===== src/rtl/enc_pkg.sv =====
// Shared constants for the request encoder: FSM state encoding and arbitration modes.
package enc_pkg;

  localparam logic ST_IDLE = 1'b0;
  localparam logic ST_HOLD = 1'b1;

  localparam int RR_FIXED = 0;
  localparam int RR_ROUND = 1;

  typedef enum logic {
    S_IDLE = ST_IDLE,
    S_HOLD = ST_HOLD
  } enc_state_e;

endpackage


===== src/rtl/prio_find.sv =====
// Combinational index search over a request mask.
// rr=0: highest set index. rr=1: first set index at or above start, wrapping N-1 -> 0.
module prio_find #(
  parameter int N = 8,
  parameter int W = 3
) (
  input  logic [N-1:0] mask,
  input  logic [W-1:0] start,
  input  logic         rr,
  output logic [W-1:0] idx,
  output logic         any
);

  // Scan so that the preferred candidate is written last and therefore wins.
  always_comb begin
    idx = '0;
    if (rr) begin
      // Descending offsets: the smallest offset from start overrides the rest.
      // The W-bit add wraps naturally because N is a power of two.
      for (int k = N - 1; k >= 0; k--) begin
        if (mask[start + W'(k)]) idx = start + W'(k);
      end
    end else begin
      for (int i = 0; i < N; i++) begin
        if (mask[i]) idx = W'(i);
      end
    end
  end

  assign any = |mask;

endmodule


===== src/rtl/req_encoder.sv =====
// Sequential N-to-log2(N) request encoder.
// Sticky pending mask, one binary index presented at a time on a valid/ready handshake;
// the served bit clears on acceptance unless it is re-requested in the same cycle.
//
//  state  | meaning
//  IDLE   | no code presented; selects a pending index when one exists
//  HOLD   | code/code_valid stable until the consumer accepts
module req_encoder
  import enc_pkg::*;
#(
  parameter int N  = 8,
  parameter int W  = 3,
  parameter int RR = RR_FIXED
) (
  input  logic         clk,
  input  logic         rst_n,
  input  logic         e,
  input  logic [N-1:0] req,
  output logic         code_valid,
  input  logic         code_ready,
  output logic [W-1:0] code,
  output logic [N-1:0] pending
);

  if (N < 2 || W != $clog2(N) || (1 << W) != N) begin : g_bad_width
    $error("req_encoder: W must equal log2(N) and N must be a power of two >= 2");
  end

  enc_state_e   state_q, state_d;
  logic [N-1:0] pending_q, pending_d;
  logic [W-1:0] code_q, code_d;
  logic         valid_q, valid_d;
  logic [W-1:0] last_q, last_d;

  logic         hs;
  logic [N-1:0] clr_mask;
  logic [W-1:0] sel_idx;
  logic         sel_any;
  logic         rr_mode;

  assign rr_mode = (RR != RR_FIXED);
  assign hs      = valid_q & code_ready;

  // Search starts one past the last served index; reset value N-1 makes it start at 0.
  prio_find #(
    .N(N),
    .W(W)
  ) u_prio_find (
    .mask (pending_q),
    .start(last_q + W'(1)),
    .rr   (rr_mode),
    .idx  (sel_idx),
    .any  (sel_any)
  );

  // One-hot of the presented code, only on an accepted handshake.
  always_comb begin
    clr_mask = '0;
    for (int i = 0; i < N; i++) begin
      clr_mask[i] = hs && (code_q == W'(i));
    end
  end

  // Clear first, then OR in new requests so a same-cycle re-request keeps the bit set.
  always_comb begin
    pending_d = (pending_q & ~clr_mask) | (e ? req : '0);
  end

  // Next-state and output register logic for the IDLE/HOLD handshake FSM.
  always_comb begin
    state_d = state_q;
    code_d  = code_q;
    valid_d = valid_q;
    last_d  = last_q;
    unique case (state_q)
      S_IDLE: begin
        if (sel_any) begin
          code_d  = sel_idx;
          valid_d = 1'b1;
          state_d = S_HOLD;
        end
      end
      S_HOLD: begin
        if (code_ready) begin
          last_d  = code_q;
          valid_d = 1'b0;
          state_d = S_IDLE;
        end
      end
      default: begin
        valid_d = 1'b0;
        state_d = S_IDLE;
      end
    endcase
  end

  // State, pending mask, code/valid and round-robin pointer registers.
  always_ff @(posedge clk or negedge rst_n) begin
    if (!rst_n) begin
      state_q   <= S_IDLE;
      pending_q <= '0;
      code_q    <= '0;
      valid_q   <= 1'b0;
      last_q    <= W'(N - 1);
    end else begin
      state_q   <= state_d;
      pending_q <= pending_d;
      code_q    <= code_d;
      valid_q   <= valid_d;
      last_q    <= last_d;
    end
  end

  assign code_valid = valid_q;
  assign code       = code_q;
  assign pending    = pending_q;

endmodule


===== config.mk =====
export PLATFORM = sky130hd
export DESIGN_NAME = req_encoder
export DESIGN_NICKNAME = d
export VERILOG_FILES = /design/src/rtl/enc_pkg.sv /design/src/rtl/prio_find.sv /design/src/rtl/req_encoder.sv
export SDC_FILE = /design/constraint.sdc
export NUM_CORES = 1
export LEC_CHECK = 0
export BUFFER_PORTS_ARGS = -buffer_cell sky130_fd_sc_hd__buf_2
export CAP_MARGIN = 20
export CORE_AREA = 2 2 40 42
export DETAILED_ROUTE_END_ITERATION = 6
export DIE_AREA = 0 0 42 44
export GPL_TIMING_DRIVEN = 0
export PLACE_DENSITY = 0.75
export SLEW_MARGIN = 20
export SYNTH_ARGS = -nofsm -noshare
export SYNTH_HDL_FRONTEND = slang
export SYNTH_SLANG_ARGS = --single-unit

===== constraint.sdc =====
create_clock -name clk -period 1.9 [get_ports clk]
set_input_delay 0.095 -clock clk [delete_from_list [all_inputs] [get_ports clk]]
set_output_delay 0.095 -clock clk [all_outputs]
set_load 0.005 [all_outputs]

# Yosys cells after proc, flatten, opt, wreduce, memory -nomap -nowiden
# Index checks and enable logic that the tools add are counted.
totals:
  register_bits: 13
  latchBits: 0
  mem_bits_rw: 0
  mem_bits_ro: 0
  in_bits: 12
  output_inout_bits: 12
  word_cells: 44
  n_memories: 0
classes:
  addsub: 0
  n_mul: 0
  n_div: 0
  magnitude_cmp: 0
  n_eq_ne: 9
  n_shift: 0
  n_mux: 14
  bitwise_logic: 5
  reduce_logical: 12
op_table:
  columns: ["cell", "n"]
  rows:
  - ["3-bit == test, second input constant", 4]
  - ["3-bit two-way mux", 4]
  - ["8-bit AND", 1]
  - ["1-bit logical AND", 8]
  - ["8-bit two-way mux", 1]
  - ["8-bit inverter", 1]
  - ["8-bit bitwise OR", 1]
  - ["8-bit OR reduction", 1]
  - ["3-bit by 2-bit == test with 1-bit output, second input constant", 2]
  - ["1-bit two-way mux", 5]
  - ["2-bit two-way mux", 2]
  - ["2-bit != test, second input constant", 2]
  - ["1-bit one-hot mux with 2 select lines", 2]
  - ["2-bit AND reduction", 2]
  - ["3-bit by 1-bit == test with 1-bit output, second input constant", 1]
  - ["3-bit logical NOT", 1]
  - ["1-bit AND", 1]
  - ["1-bit inverter", 1]

# Longest topological paths before layout
# Gate-level depths: netlist (run 1).
depth:
  ltp_word: 7
  mapped_depth: 4
  depth_no_buf: 4

# Cells and area by module
# Synthesis (run 1) repeated with hierarchy kept, for this count alone.
hier_totals:
  cells_unflattened: 190
  hier_area_um2: 1706.6
modules_own_cells:
  columns: ["module", "n_inst", "cells_each", "area_per_inst_um2", "seq_area_each_um2"]
  rows:
  - ["prio_find", 1, 129, 1016.0, 0.0]
  - ["req_encoder", 1, 61, 690.7, 404.1]

# Least setup slack after synthesis (run 1)
# No wires, ideal clock.
synth_path:
  path_kind: "reg2reg"
  from: "register pending_q[4] (netlist: pending[4])"
  to: "register state_q"
  setup_time_ns: 0.119
  t_arrival_ns: 1.031
  slack_ns: 0.751
  path_stages_with_launch: 4
  n_path_buf: 0
  cell_sequence: "dfrtp_1 nor4_4 a21oi_2 a21o_2"
synth_via:
  elab_chain_len: 3
synth_rtl:
  columns: ["item", "line", "text"]
  rows:
  - ["start: declaration", "req_encoder.sv:30", "logic [N-1:0] pending_q, pending_d;"]
  - ["start signal: assignment", "req_encoder.sv:107", "pending_q <= pending_d;"]
  - ["8-bit OR reduction", "prio_find.sv:30", "assign any = |mask;"]
  - ["1-bit two-way mux", "req_encoder.sv:77", "if (sel_any) begin"]
  - ["1-bit one-hot mux with 2 select lines", "req_encoder.sv:75", "unique case (state_q)"]
  - ["via state_d", "req_encoder.sv:29", "enc_state_e state_q, state_d;"]
  - ["end signal: assignment", "req_encoder.sv:106", "state_q <= state_d;"]
  - ["end: declaration", "req_encoder.sv:29", null]
# The timed path passes the listed nets, and every way through them passes these cells.
# A chain may end at the register's enable or synchronous reset.

# Worst setup path in the final report (run 1)
layout_path:
  from: "register pending_q[4] (netlist: pending[4])"
  to: "register code_q[0] (netlist: code[0])"
layout_via:
  elab_chain_len: 4
layout_rtl:
  columns: ["item", "line", "text"]
  rows:
  - ["3-bit two-way mux (4 in a row)", "prio_find.sv:25", "if (mask[i]) idx = W'(i);"]
  - ["end signal: assignment", "req_encoder.sv:108", "code_q <= code_d;"]
  - ["end: declaration", "req_encoder.sv:31", "logic [W-1:0] code_q, code_d;"]
# Parallel ways exist; a longest one is shown, timed or not.

==> flow_summary.yaml, run 1 <==
run_status:
  status: "complete, no violations"
clock_tree:
  htree_levels: 1
  numCtsBuffers: 3
  clk-insertion-delay-late_ns: 0.27
  clockBufferDepth: 2
  cts_sinks: 13
  cts_root_buf: "clkbuf_4"
  cts_tree: "done"
  clk_pin_slew_ns: 0.08
  postCtsSetupBuffers: 0
timing:
  layout_min_cycle_time_ns: 1.26
  tightest_slew_ns: 0.326
  fin_ws_ns: 0.644
  rsz0062_at_grt: "false"
  clock_skew_ns: 0.00456
  min_period_over_period_pct: 66.1
  setup_viol: 0
  finalHoldViolations: 0
  fmax_mhz: 796
  slew_headroom_pct: 78.3
  setup_tns_ns: 0
  hold_slack_ns: 0.00989
  drv_slew: 0
floorplan:
  start_util_pct: 42.4
  die_area_sq_um: 1850
  core_area_sq_um: 1420
  die_h_um: 44
  die_w_um: 42
  rows: 14
  ioPinCount: 24
routing:
  vias_per_cell: 5.18
  routed_wl_um: 1260
  first_iter_violations: 15
  drc_errors: 0
  firstDrtPassIters: 4
  drtAntennaViolNets: 0
  wl_per_cell_um: 11.8
  vias: 549
power:
  p_leak_nw: 0.342
  power_uw: 900
  power_density_nw_per_um2: 1170
  irDropWorstVdd_v: 0.000536
logic_synthesis:
  synth_area_sq_um: 602
  synth_cells: 63
  synth.largest_area_cell: "dfrtp_1"
  synthFlopType: "dfrtp_1"
  postSynthAreaPerCell_sq_um: 9.55
  syn_nets: 75
  async_reset_ff_share_pct: 100
  ys_warn_count: 0
  synth_top_cell_area_share_pct: 54.1
  synth_top_cells_by_count: "17 x nand2_1, 13 x dfrtp_1, 9 x o21ai_0, 4 x nor2_1"
  synth.top_cells.by_area: "dfrtp_1 54%, nand2_1 11%, o21ai_0 7.5%, nor4_4 7.1%, a21oi_1 2.5%"
  synth-edff-count: 0
  ys_seq_area_share_pct: 54.1
  yosysMostFrequentCell: "nand2_1"
  synth_cell_types: 17
  synth_seq_cells: 13
critical_path:
  crit_path_end_kind: "register"
  r2r_cells: 4
  timing.rr.start: "pending[4]"
  crit_type: "reg -> reg"
  r2r_setup_slack_ns: 0.64
  startpoint_type: "register"
  timing.rr.end: "code[0]"
  critPathRequiredTime_ns: 2.12
  cp.arrival_ns: 1.47
  path_max_fanout: 6
placement:
  portBuffers: 22
  place_ws_ns: 0.646
  dp_hpwl_um: 963
  gp_congestion: 0.800
cells_and_area:
  antennaDiodeCount: 0
  fill_cells: 132
  finish.utilization_pct: 54.1
  fin_nets: 103
  area_delta_synth_final_pct: 27.7
  layout-drive-gt1-share_pct: 32.2
min_path:
  hold_depth: 3
  hold_start: "req[7]"
  min_to: "pending[7]"
  hp-class: "in -> reg"
global_routing:
  grt_pass1_vias: 522
  track_usage_pct: 15.6
  antenna_found_initial: 0
  grt_overflow: 0
  grt_max_degree: 14
  grt_pass1_wl_um: 2040
job:
  cap_viol_max_count: 0
worst max-delay path, cell delays in order (launching register included):
cell and delay [ns]:
dfrtp_1 0.45, nor4_4 0.36, a21oi_2 0.14, o311ai_1 0.10
o21a_1 0.16
worst max-delay path by stage:
| stage | startpoint | endpoint | cells past startpoint |
|---|---|---|---|
| floorplan | pending[4] | state_q | 3 |
| global placement | pending[4] | state_q | 3 |
| detailed placement | pending[4] | state_q | 3 |
| CTS | pending[4] | code[0] | 4 |
| global route | pending[4] | code[0] | 4 |
| finish | pending[4] | code[0] | 4 |
flip-flops by register name, indices dropped and copies added, names as in the netlist:
name / count
code_valid: 1
code: 3
state_q: 1
pending: 8
cell usage in the layout, fill, tap and decap left out:
master         count
nand2_1           17
o21ai_0            9
a21oi_1            3
dfrtp_1           13
clkbuf_4           3
nor4_4             2
nand2b_1           2
dlygate4sd3_1      1
a21o_2             1
o21a_1             1
o311ai_1           1
a21oi_2            1
nor2_1             4
a31oi_1            1
inv_1              3
buf_2             22
clkbuf_1           2
o31ai_1            2
nand3_1            1
nand3b_1           1
stage by stage:
stage          instances  cell area, sq um
2_1_floorplan         63               602
3_5_place_dp         101               732
5_1_grt              106               768
3_3_place_gp         101               732
6_report             106               768
4_1_cts              106               768
cell families after synthesis:
kind of cell,count (synthesis),share of synthesized area [%]
AND/OR/NAND/NOR,27,24.3
buffers and inverters,4,2.49
flip-flops,13,54.1
AO/OA/AOI/OAI,19,19.1
repair_timing:
item	4_1_cts	5_1_grt
gates resized for setup	0	0
endpoints found under the hold margin	13	0
hold buffers	1	0
layout make-up:
| cell class | instances | area [sq um] | area share, % |
|---|---|---|---|
| Inverter | 3 | 11.3 | 1.47 |
| Timing Repair Buffer | 23 | 120 | 15.6 |
| Multi-Input combinational cell | 46 | 262 | 34.0 |
| Clock buffer | 4 | 26.3 | 3.42 |
| Tap cell | 16 | 20.0 | 2.61 |
| Sequential cell | 13 | 325 | 42.3 |
| Buffer | 1 | 3.75 | 0.489 |
per-layer routing:
metal,global-route usage (%),vias to the layer above,share of wire [%]
li1,-,271,-
met1,16.7,255,40
met2,26.6,23,52
met3,7.92,0,7.2
met4,5.81,0,0
met5,0,-,0
power by group:
group | switching (mW) | total (mW) | internal [mW]
clock network | 0.0844 | 0.166 | 0.0814
registers | 0.116 | 0.472 | 0.356
logic | 0.132 | 0.262 | 0.130
total | 0.333 | 0.900 | 0.567
(Power assumes the default switching activity.)
==> inputs of run 2 (changes only) <==
--- a/config.mk
+++ b/config.mk
@@ -5,13 +5,14 @@
 export SDC_FILE = /design/constraint.sdc
 export NUM_CORES = 1
 export LEC_CHECK = 0
+export ABC_AREA = 1
 export BUFFER_PORTS_ARGS = -buffer_cell sky130_fd_sc_hd__buf_2
 export CAP_MARGIN = 20
-export CORE_AREA = 2 2 40 42
+export CORE_AREA = 2 2 41 43
 export DETAILED_ROUTE_END_ITERATION = 6
-export DIE_AREA = 0 0 42 44
+export DIE_AREA = 0 0 43 45
 export GPL_TIMING_DRIVEN = 0
-export PLACE_DENSITY = 0.75
+export PLACE_DENSITY = 0.74
 export SLEW_MARGIN = 20
 export SYNTH_ARGS = -nofsm -noshare
 export SYNTH_HDL_FRONTEND = slang
==> constraint.sdc (replaced) <==
create_clock -name clk -period 1.29 [get_ports clk]
set_input_delay 0.0645 -clock clk [delete_from_list [all_inputs] [get_ports clk]]
set_output_delay 0.0645 -clock clk [all_outputs]
set_load 0.005 [all_outputs]
==> run 2 against run 1 <==
Effect of this change: core utilization grew 5.0 points; combinational power grew to 2.7 times the previous value; sequential power grew 52%; count of clock-buffer cells in the layout is the same.
==> flow_summary.yaml, run 2 <==
run_status:
  status: "complete, no violations"
clock_tree:
  cts_tree: "done"
  clockBufferDepth: 2
  numCtsBuffers: 3
  cts_sinks: 13
  cts_root_buf: "clkbuf_4"
  clk_pin_slew_ns: 0.07
  htree_levels: 1
  cts_resized: 0
  clk-insertion-delay-late_ns: 0.28
power:
  irDropWorstVdd_v: 0.000874
  power_density_nw_per_um2: 1920
  p_leak_nw: 0.443
floorplan:
  die_area_sq_um: 1940
  start_util_pct: 43.0
  ioPinCount: 24
  die_h_um: 45
  rows: 14
  die_w_um: 43
  core_area_sq_um: 1470
routing:
  drc_errors: 0
  first_iter_violations: 11
  vias: 644
  drtAntennaViolNets: 0
  routed_wl_um: 1620
  vias_per_cell: 4.92
  wl_per_cell_um: 12.4
  firstDrtPassIters: 4
logic_synthesis:
  synth_cell_types: 14
  synth.largest_area_cell: "dfrtp_1"
  synthFlopType: "dfrtp_1"
  syn_nets: 93
  postSynthAreaPerCell_sq_um: 7.82
  yosysMostFrequentCell: "nand2_1"
  synth_top_cells_by_count: "33 x nand2_1, 13 x dfrtp_1, 12 x inv_1, 9 x o21ai_0, 3 x nand3_1"
  ys_warn_count: 0
  synth.top_cells.by_area: "dfrtp_1 51%, nand2_1 20%, o21ai_0 7.1%, inv_1 7.1%, nand2_4 3.6%"
  synth-edff-count: 0
  ys_seq_area_share_pct: 51.4
  async_reset_ff_share_pct: 100
  synth_top_cell_area_share_pct: 51.4
  synth_cells: 81
  synth_area_sq_um: 633
  synth_seq_cells: 13
critical_path:
  startpoint_type: "register"
  critPathMaxStageDelay_ns: 0.41
  crit_path_end_kind: "register"
  path_max_fanout: 5
  critPathRequiredTime_ns: 1.46
  worst-path-buf-inv: 1
  cp_top_family: "simple AND/OR/NAND/NOR gates"
  crit_type: "reg -> reg"
  cp.arrival_ns: 1.28
  crit_slowest_cell: "dfrtp_1"
  worstPathCellList: "nor2_1 -> nand3_1 -> nand2_2 -> nand2_4 -> o21ai_2 -> inv_1"
timing:
  fmax_mhz: 906
  slew_headroom_pct: 79.0
  layout_min_cycle_time_ns: 1.10
  setup_viol: 0
  finalHoldViolations: 0
  clock_skew_ns: 0.0108
  tightest_slew_ns: 0.315
  drv_slew: 0
  min_period_over_period_pct: 85.6
  rsz0062_at_grt: "false"
  setup_tns_ns: 0
cells_and_area:
  finish.utilization_pct: 59.1
  area_delta_synth_final_pct: 37.4
  fin_area_sq_um: 870
  mostFrequentLayoutCell: "nand2_1"
  fill_cells: 146
  layout-drive-gt1-share_pct: 27.0
  largest_reg_flops: 8
  antennaDiodeCount: 0
  final_cell_mix: "33 x nand2_1, 22 x buf_2, 13 x dfrtp_1"
  fin_nets: 128
global_routing:
  track_usage_pct: 19.4
  grt.met2_usage_pct: 37.0
  grt_max_degree: 14
  top_usage_layer: "met2"
  antenna_found_initial: 0
  met1_usage_pct: 20.8
  grt_pass1_vias: 642
  grt_overflow: 0
  grt_pass1_wl_um: 2720
  grt_util_met3_pct: 3.60
placement:
  portBuffers: 22
  placed_area_sq_um: 763
  gp_congestion: 0.807
  dp_hpwl_um: 1150
job:
  cap_viol_max_count: 0
min_path:
  hp-class: "in -> reg"
## run 2: cell count changes in the layout (fill, tap and decap cells not counted), moves of 2 or more
| cell | before | now |
|---|---|---|
| nand2_1 | 17 | 33 |
| o31ai_1 | 2 | 0 |
| dlygate4sd3_1 | 1 | 8 |
| nand3_1 | 1 | 3 |
| nand2_4 | 0 | 2 |
| nor2_1 | 4 | 1 |
| nor4_4 | 2 | 0 |
| o21ai_1 | 0 | 2 |
| a21oi_1 | 3 | 0 |
| nand2b_1 | 2 | 0 |
| inv_1 | 3 | 12 |
## run 2: cell type report
| class | instances | area [sq um] | share of cell area [%] |
|---|---|---|---|
| flip-flops and latches | 13 | 325 | 37.4 |
| multi-input cells | 55 | 259 | 29.8 |
| repair buffers | 30 | 190 | 21.9 |
| inverters | 12 | 45.0 | 5.18 |
| clock buffers | 4 | 26.3 | 3.02 |
| well taps | 16 | 20.0 | 2.30 |
| plain buffers | 1 | 3.75 | 0.432 |
## run 2: repair_timing
action                                 CTS  global route
setup buffers                            0             0
endpoints found under the hold margin   20             0
setup endpoints to repair                0             0
hold buffers                             8             0
## run 2: report_power, final
| part | internal [mW] | total [mW] | switching (mW) |
|---|---|---|---|
| sequential | 0.566 | 0.717 | 0.151 |
| clock | 0.120 | 0.258 | 0.138 |
| combinational | 0.284 | 0.698 | 0.413 |
## run 2: layer usage
layer | vias to the layer above | share of wire [%]
met1 | 301 | 40
met2 | 22 | 55
li1 | 316 | -
met3 | 5 | 3.3
met4 | 0 | 2.3
met5 | - | 0
## run 2: final timing paths
| kind | slack [ns] | cells after the start | start | endpoint |
|---|---|---|---|---|
| min reg2reg | 0.52 | 3 | state_q | code_valid |
| min in group asynchronous | 0.21 | 2 | rst_n | pending[2] |
| max | 0.19 | 6 | pending[1] | code_valid |
| min | 0.01 | 3 | req[1] | pending[1] |
| max reg2reg | 0.19 | 6 | pending[1] | code_valid |
| max in group asynchronous | 0.84 | 2 | rst_n | code_valid |
## run 2: kinds of logic (layout without fill, tap and decap cells)
logic type	count (synthesis)	in the layout	share of synthesized area [%]
DFF	13	13	51.4
AOI/OAI and AO/OA	13	13	11.3
and+or+nand+nor	42	42	29.6
buffers and inverters	13	47	7.71
## run 2: worst register-to-register path: cells and delay by family (launching register included)
family	cells	cell delay, ns
simple gates	4	0.45
flops	1	0.41
compound gates	1	0.10
buf+inv	1	0.04
## run 2: metrics by stage
stage	worst slack [ns]	power [mW]	hold slack, ns	std cells
after CTS	0.173	1.67	0.00689	131
final	0.186	1.67	0.0114	131
after detailed placement	0.191	1.40	-0.0376	119
after global placement	0.245	1.36	-0.0379	119
after global routing	0.0648	1.81	0.0146	131
after floorplan	0.293	1.11	-0.231	81
